[src/rtl/trivium_stream.sv]
// Trivium keystream generator: 80-bit key/IV load, INIT_ROUNDS warm-up steps,
// then W keystream bits per cycle behind a valid/ready handshake.
module trivium_stream #(
    parameter int unsigned W           = 8,
    parameter int unsigned INIT_ROUNDS = 1152
) (
    input  logic         clk,
    input  logic         rst,
    input  logic         load,
    input  logic [79:0]  key,
    input  logic [79:0]  iv,
    output logic         busy,
    output logic [W-1:0] ks_data,
    output logic         ks_valid,
    input  logic         ks_ready
);

    localparam int unsigned INIT_CYCLES = INIT_ROUNDS / W;
    localparam int unsigned CW          = $clog2(INIT_CYCLES + 1);

    typedef enum logic [1:0] {
        IDLE,
        INIT,
        RUN
    } state_t;

    state_t         state;
    state_t         state_nx;

    // s[i-1] holds Trivium state bit s_i
    logic [287:0]   s;
    logic [287:0]   s_adv;
    logic [287:0]   s_load;
    logic [W-1:0]   z_word;
    logic [CW-1:0]  cnt;
    logic           last_init;
    logic           advance_run;
    logic           t1, t2, t3;
    logic           t1f, t2f, t3f;

    assign busy        = (state == INIT);
    assign last_init   = (cnt == CW'(INIT_CYCLES - 1));
    assign advance_run = (state == RUN) && (!ks_valid || ks_ready);

    // W chained cipher steps; z of step j lands in word bit j
    always_comb begin
        s_adv  = s;
        z_word = '0;
        t1     = 1'b0;
        t2     = 1'b0;
        t3     = 1'b0;
        t1f    = 1'b0;
        t2f    = 1'b0;
        t3f    = 1'b0;
        for (int unsigned j = 0; j < W; j++) begin
            t1        = s_adv[65]  ^ s_adv[92];
            t2        = s_adv[161] ^ s_adv[176];
            t3        = s_adv[242] ^ s_adv[287];
            z_word[j] = t1 ^ t2 ^ t3;
            t1f       = t1 ^ (s_adv[90]  & s_adv[91])  ^ s_adv[170];
            t2f       = t2 ^ (s_adv[174] & s_adv[175]) ^ s_adv[263];
            t3f       = t3 ^ (s_adv[285] & s_adv[286]) ^ s_adv[68];
            s_adv     = {s_adv[286:177], t2f, s_adv[175:93], t1f, s_adv[91:0], t3f};
        end
    end

    // Initial state image built from key and iv (key[79] -> s1, iv[79] -> s94)
    always_comb begin
        s_load = '0;
        for (int unsigned i = 0; i < 80; i++) begin
            s_load[i]      = key[79 - i];
            s_load[93 + i] = iv[79 - i];
        end
        s_load[287:285] = '1;
    end

    // FSM state register
    always_ff @(posedge clk or negedge rst) begin
        if (!rst) begin
            state <= IDLE;
        end else begin
            state <= state_nx;
        end
    end

    // Next-state logic; load overrides every state
    always_comb begin
        state_nx = state;
        case (state)
            IDLE:    state_nx = IDLE;
            INIT:    if (last_init) state_nx = RUN;
            RUN:     state_nx = RUN;
            default: state_nx = IDLE;
        endcase
        if (load) begin
            state_nx = INIT;
        end
    end

    // Cipher state, warm-up counter and output word register
    always_ff @(posedge clk or negedge rst) begin
        if (!rst) begin
            s        <= '0;
            cnt      <= '0;
            ks_data  <= '0;
            ks_valid <= 1'b0;
        end else if (load) begin
            s        <= s_load;
            cnt      <= '0;
            ks_valid <= 1'b0;
        end else if (state == INIT) begin
            s   <= s_adv;
            cnt <= cnt + CW'(1);
        end else if (advance_run) begin
            s        <= s_adv;
            ks_data  <= z_word;
            ks_valid <= 1'b1;
        end
    end

endmodule

[config.mk]
export PLATFORM = sky130hd
export DESIGN_NAME = trivium_stream
export DESIGN_NICKNAME = d
export VERILOG_FILES = /design/src/rtl/trivium_stream.sv
export SDC_FILE = /design/constraint.sdc
export NUM_CORES = 1
export LEC_CHECK = 0
export CELL_PAD_IN_SITES_DETAIL_PLACEMENT = 0
export CELL_PAD_IN_SITES_GLOBAL_PLACEMENT = 1
export CORE_MARGIN = 2
export CORE_UTILIZATION = 43
export CTS_CLUSTER_DIAMETER = 50
export DETAILED_ROUTE_END_ITERATION = 8
export PLACE_DENSITY_LB_ADDON = 0.12
export SYNTH_ARGS = -nofsm -noshare
export SYNTH_HDL_FRONTEND = slang
export SYNTH_SLANG_ARGS = --single-unit
export TNS_END_PERCENT = 50
[constraint.sdc]
create_clock -name clk -period 2.2 [get_ports clk]
set_clock_uncertainty 0.05 [all_clocks]
set_input_delay 0.44 -clock clk [delete_from_list [all_inputs] [get_ports clk]]
set_output_delay 0.44 -clock clk [all_outputs]
set_load 0.05 [all_outputs]
==> flow_summary_export.csv, run 1 <==
group,metric,value,unit
routing,avgViaCountPerCell,4.88,
sta,drv_slew,0,
critical_path,regToRegEndpoint,"s[38]$_DFFE_PN0P_",
cts,root_buffer,"clkbuf_16",
global_routing,grt_pass1_wl,54100,µm
placement,portBuffers,173,
critical_path,cp.arrival,1.67,ns
yosys,yosys_warnings,0,
yosys,synth_edf_count,0,
yosys,synthCells,1418,
floorplanning,fp.dieArea,33900,µm²
critical_path,crit_type,"reg -> out",
routing,wirelength,33700,µm
critical_path,start_kind,"flip-flop",
placement,dp_hpwl,23400,µm
critical_path,rrSetupSlack,0.43,ns
pwr,leakagePower,7.51,nW
sta,post-route-period-util,0.980,
critical_path,endpoint_kind,"primary output",
placement,gp_congestion,0.756,
global_routing,grt_use_total,0.202,
critical_path,r2r_start,"state[1]$_DFFE_PN0P_",
cts,cts.sinks,307,
final_layout,stdcell_count,2039,
final_layout,areaGrowthSynthToFinish,25.6,%
sta,worst_slack,0.0441,ns
sta,hold_slack,0.290,ns
routing,postRouteAntennaNets,0,
routing,first_iter_violations,536,
pwr,power_density,1120,nW/µm²
cts,cts_setup_buffers,0,
global_routing,grt_max_degree,125,
critical_path,max_stage_delay,0.81,ns
placement,pre_cts_slack,0.102,ns
job,drv_cap,0,
routing,drc,0,
yosys,netlist_area,14000,µm²
cts,cts_tree,"yes",
sta,finalHoldViolCount,0,
final_layout,nets,1744,
sta,worstMarginPinSlew,0.559,ns
yosys,synthArstFlopShare,1.00,
critical_path,rr_worst_depth,7,
sta,slew_headroom,0.625,
floorplanning,die_width,184,µm
critical_path,cp_max_fo,2,
floorplanning,start_util,0.439,
min_path,min_path_cells,3,
routing,first_pass_iters,5,
critical_path,cp_slowest_cell,"clkdlybuf4s50_1",
critical_path,crit_chain,"clkdlybuf4s50_1",
global_routing,antenna_found_initial,1,
yosys,synthesis.nets,1585,
sta,setup_viol_count_final,0,
sta,period_needed,2.16,ns
cts,cts_max_level,2,
sta,max_freq,0.464,GHz
pwr,worst_ir_drop_vdd,0.570,mV
cts,clk_latency,0.52,ns
critical_path,path_delay_family,"buffers and inverters",
floorplanning,fp-row-count,65,
yosys,synth-seq-cells,307,
floorplanning,fp.dieH,184,µm
cts,clockBufferDepth,3,
min_path,min-delay-start,"load",
min_path,hp-class,"in -> reg",
cts,clk_pin_slew,0.06,ns
cts,numCtsBuffers,38,
final_layout,num_antenna_cells,0,
routing,avgRoutedWirePerCell,16.5,µm
placement,placed_cells,1971,
yosys,synth_cell_types,33,
global_routing,grt_pass1_vias,9984,
final_layout,drive_gt1_frac,0.0729,
floorplanning,io_pins,174,
routing,vias,9952,
global_routing,gr-total-overflow,0,
critical_path,crit_buf_inv,1,
yosys,avgSynthCellArea,9.85,µm²
yosys,synth-seq-area-share,0.550,
sta,rsz0062_at_grt,"no",
outcome,status,"finished clean",
min_path,hold_path_end,"s[164]$_DFFE_PN0P_",
sta,fin_setup_tns,0,ns
floorplanning,core_area,31800,µm²
yosys,synthFlopType,"dfrtp_1",
critical_path,cp.required,1.71,ns
metal layers:
layer	part of all wire	wire length, µm	GRT usage	up-vias
met5	0.00039	13	0	-
met4	0.018	599	0.0464	2
li1	-	-	-	5060
met2	0.46	15400	0.323	194
met3	0.055	1850	0.0421	49
met1	0.47	15800	0.285	4647
cell type report:
class	count	area, µm²
Fill cell	2900	14300
Sequential cell	307	7680
Multi-Input combinational cell	1009	5720
Timing Repair Buffer	217	2310
Clock buffer	57	1170
Tap cell	435	544
Clock inverter	10	95.1
Inverter	4	16.3
flip-flops by register name, summed over array words and instances, names as in the netlist:
| register | cells |
|---|---|
| state | 2 |
| cnt | 8 |
| ks_valid | 1 |
| s | 288 |
| ks_data | 8 |
synth_stat cells, types with 2 or more instances:
master / count / area, µm²
nand2_1: 427 / 1600
dfrtp_1: 307 / 7680
o21ai_0: 248 / 1240
mux2i_1: 145 / 1450
xnor2_1: 66 / 578
buf_2: 35 / 175
clkbuf_1: 29 / 109
xor2_1: 28 / 245
buf_4: 27 / 203
o21ai_1: 27 / 135
a21oi_1: 17 / 85.1
o22ai_1: 16 / 100
nor2_1: 8 / 30.0
o31ai_2: 7 / 87.6
buf_6: 5 / 56.3
ha_1: 3 / 37.5
inv_1: 3 / 11.3
nand3_1: 3 / 15.0
nand4_1: 2 / 12.5
nor2_2: 2 / 12.5
metrics by stage:
stage / cell area, µm² / power [mW] / utilization
finish: 17500 / 19.7 / 0.551
global route: 17500 / 21.0 / 0.551
CTS: 17500 / 20.0 / 0.551
detailed placement: 16300 / 13.8 / 0.511
global placement: 16300 / 13.6 / 0.511
floorplan: 14000 / 11.8 / -
tightest hold or removal path, cell delays in order:
cell	delay, ns
buf_8	0.14
mux2i_1	0.14
o21ai_0	0.08
cells in the final DEF (no fill, tap or decap), types with 2 or more instances in the layout:
master / instances
a21oi_1: 17
buf_12: 19
buf_4: 25
buf_8: 2
clkbuf_1: 8
clkbuf_16: 41
clkbuf_8: 8
clkdlybuf4s50_1: 167
clkinv_2: 5
clkinvlp_4: 3
dfrtp_1: 307
dlygate4sd2_1: 2
ha_1: 3
inv_1: 3
inv_8: 2
mux2i_1: 145
nand2_1: 427
nand3_1: 3
nand4_1: 2
nor2_1: 8
nor2_2: 2
o21ai_0: 248
o21ai_1: 27
o22ai_1: 16
o31ai_2: 7
xnor2_1: 66
xor2_1: 28
worst max-delay path by stage:
stage	startpoint	to	slack, ns	cells past startpoint
CTS	ks_data[6]$_DFFE_PN0P_	ks_data[6]	0.004	1
floorplan	state[1]$_DFFE_PN0P_	s[5]$_DFFE_PN0P_	0.1	9
global placement	ks_ready	s[41]$_DFFE_PN0P_	0.13	6
finish	ks_data[2]$_DFFE_PN0P_	ks_data[2]	0.04	1
global route	ks_data[1]$_DFFE_PN0P_	ks_data[1]	0.008	1
detailed placement	ks_ready	s[56]$_DFFE_PN0P_	0.10	6
logic make-up after synthesis:
group                      Yosys count  share of synthesized area
DFF                                307                      0.550
and+or+nand+nor                    447                      0.122
xor gates and xnor gates            94                     0.0590
muxes                              145                      0.104
AOI/OAI and AO/OA                  320                      0.121
adders and majority gates            3                    0.00269
buffers and inverters              102                     0.0406
repair_timing:
action / 4_1_cts / 5_1_grt
hold endpoints to repair: 46 / 0
resized for setup: 2 / 1
setup endpoints to repair: 2 / 1
hold buffers: 1 / 0
power by group:
| part | switching [mW] | internal (mW) |
|---|---|---|
| clock network | 2.39 | 3.79 |
| registers | 1.18 | 7.21 |
| logic | 2.86 | 2.29 |
| total | 6.43 | 13.3 |
Power figures use the tool's default switching activity.
==> run 2, diff against run 1 <==
- HOLD_SLACK_MARGIN: unset -> 0.02
- PLACE_DENSITY: unset -> 0.82
- PLACE_DENSITY_LB_ADDON: 0.12 -> unset
==> run 2 against run 1 <==
Net effect:
- cell count decreased by 0.15%
- combinational power is 3% higher
- via count up 0.26%
- utilization up 0.13 points
- critical path depth grew 3
- global-route usage is 0.50 points lower
- sequential power hardly changed
- worst hold slack improved by 0.067 ns
- routed wire length fell by 2.0%
- total power fell by 0.61%
- clock power shrank 4.4%
==> flow_summary_export.csv, run 2 (synthesis results as in run 1) <==
group,metric,value,unit
cts,root_buffer,"clkbuf_16",
pwr,p_clk_frac,0.301,
sta,rsz0062_at_grt,"no",
final_layout,finalCoreUtilization,0.553,
critical_path,endpoint_kind,"primary output",
cts,numCtsBuffers,36,
sta,worstMarginPinSlew,0.565,ns
final_layout,regMostFlops,"s",
floorplanning,core_area,31800,µm²
global_routing,grt_pass1_vias,9877,
global_routing,grt_use_total,0.197,
final_layout,fin_area,17600,µm²
global_routing,grt_max_degree,91,
final_layout,num_antenna_cells,0,
routing,wirelength,33000,µm
routing,vias,9978,
critical_path,rrSetupSlack,0.39,ns
pwr,p_comb_frac,0.270,
final_layout,areaGrowthSynthToFinish,25.9,%
critical_path,r2r_start,"state[1]$_DFFE_PN0P_",
min_path,hold_path_end,"s[169]$_DFFE_PN0P_",
pwr,switching_share,0.327,
placement,gp_congestion,0.796,
critical_path,crit_chain,"inv_1 > ha_1 > buf_4 > buf_12",
cts,clockBufferDepth,3,
critical_path,crit_type,"reg -> out",
critical_path,regToRegEndpoint,"s[215]$_DFFE_PN0P_",
global_routing,gr-total-overflow,0,
critical_path,cp.arrival,1.49,ns
critical_path,max_stage_delay,0.39,ns
critical_path,cp_max_fo,10,
cts,cts_setup_buffers,0,
routing,avgViaCountPerCell,4.90,
cts,cts_max_level,2,
placement,dp_hpwl,23000,µm
pwr,power_density,1110,nW/µm²
floorplanning,start_util,0.439,
final_layout,nets,1744,
sta,post-route-period-util,0.902,
critical_path,path_delay_family,"buffers and inverters",
critical_path,cp_slowest_cell,"dfrtp_1",
job,drv_cap,0,
min_path,hp-class,"in -> reg",
final_layout,reg_top3,"s: 288 flops, cnt: 8 flops, ks_data: 8 flops",
critical_path,start_kind,"flip-flop",
critical_path,rr_worst_depth,7,
routing,drc,0,
placement,dpl_cell_area,16400,µm²
sta,period_needed,1.98,ns
floorplanning,fp-row-count,65,
cts,clk_pin_slew,0.06,ns
pwr,seqPwrFrac,0.429,
pwr,switching_power,6.40,mW
sta,drv_slew,0,
pwr,p_total,19.6,mW
sta,max_freq,0.504,GHz
critical_path,crit_buf_inv,3,
routing,postRouteAntennaNets,0,
routing,avgRoutedWirePerCell,16.2,µm
final_layout,drive_gt1_frac,0.0718,
pwr,leakagePower,7.59,nW
min_path,min-delay-start,"load",
cts,cts.sinks,307,
final_layout,mostFrequentLayoutCells,"nand2_1 (427), dfrtp_1 (307), o21ai_0 (248), clkdlybuf4s50_1 (161), mux2i_1 (145)",
sta,slew_headroom,0.623,
sta,setup_viol_count_final,0,
floorplanning,die_width,184,µm
final_layout,final_common_cell,"nand2_1",
final_layout,stdcell_count,2036,
global_routing,antenna_found_initial,3,
critical_path,cp.required,1.71,ns
placement,placed_cells,1973,
sta,worst_slack,0.216,ns
placement,portBuffers,173,
cts,clk_latency,0.51,ns
global_routing,grt_pass1_wl,53000,µm
outcome,status,"finished clean",
sta,finalHoldViolCount,0,
critical_path,setup.worst_path.start,"state[1]$_DFFE_PN0P_",
final_layout,fillers,2832,
placement,pre_cts_slack,0.0513,ns
routing,first_pass_iters,4,
cts,cts_tree,"yes",
sta,fin_setup_tns,0,ns
sta,hold_slack,0.358,ns
floorplanning,fp.dieH,184,µm
floorplanning,fp.dieArea,33900,µm²
pwr,p_int,13.2,mW
final_layout,largest_register_ffs,288,
min_path,min_path_cells,3,
pwr,worst_ir_drop_vdd,0.510,mV
floorplanning,io_pins,174,
routing,first_iter_violations,704,
## run 2: changes by cell type in the layout (fill, tap and decap cells not counted)
cell,previous run,this run
bufinv_16,1,2
clkdlybuf4s50_1,167,161
clkbuf_1,8,7
dlymetal6s2s_1,1,7
buf_12,19,27
clkbuf_16,41,37
buf_4,25,19
inv_8,2,0
buf_8,2,1
inv_6,0,1
clkbuf_8,8,9
## run 2: worst reg2reg max path, stage by stage, from the launching register on
cell	delay, ns
dfrtp_1	0.36
inv_1	0.05
ha_1	0.20
nor2_2	0.12
a21boi_4	0.24
buf_12	0.17
buf_12	0.30
o21ai_0	0.18
## run 2: cell type report
cell class,count,area (µm²),share of cell area
Clock inverter,10,111,0.00634
Inverter,4,16.3,0.000926
Sequential cell,307,7680,0.437
Multi-Input combinational cell,1009,5720,0.325
Tap cell,435,544,0.0310
Timing Repair Buffer,219,2440,0.139
Clock buffer,52,1060,0.0604
## run 2: metal layers
metal | routed length [µm] | GRT usage | share of wire | vias to the layer above
met5 | 41 | 0 | 0.0012 | -
met4 | 499 | 0.0422 | 0.015 | 6
met3 | 2130 | 0.0526 | 0.065 | 43
met2 | 14500 | 0.304 | 0.44 | 199
met1 | 15800 | 0.281 | 0.48 | 4686
li1 | - | - | - | 5044
## run 2: how the worst max path moves through the flow
stage          slack, ns  cells after the start            endpoint
4_1_cts            0.002                      1          ks_data[3]
3_5_place_dp        0.05                      6  s[238]$_DFFE_PN0P_
3_3_place_gp        0.08                      6  s[192]$_DFFE_PN0P_
2_1_floorplan        0.1                      9    s[5]$_DFFE_PN0P_
5_1_grt             0.13                      4                busy
6_report            0.22                      4                busy
## run 2: what timing repair did
action | in CTS | in global routing
endpoints found under the hold margin | 31 | 0
hold buffers | 1 | 0
gates resized for setup | 2 | 7
setup endpoints to repair | 2 | 7
## run 2: power groups by stage
| stage | Sequential [mW] | Combinational (mW) | Clock (mW) |
|---|---|---|---|
| after floorplan | 8.30 | 3.48 | 0 |
| after global placement | 8.43 | 5.26 | 0 |
| after detailed placement | 8.49 | 5.36 | 0 |
| after CTS | 8.41 | 5.38 | 6.02 |
| after global routing | 8.60 | 5.90 | 6.30 |
| final | 8.40 | 5.29 | 5.91 |
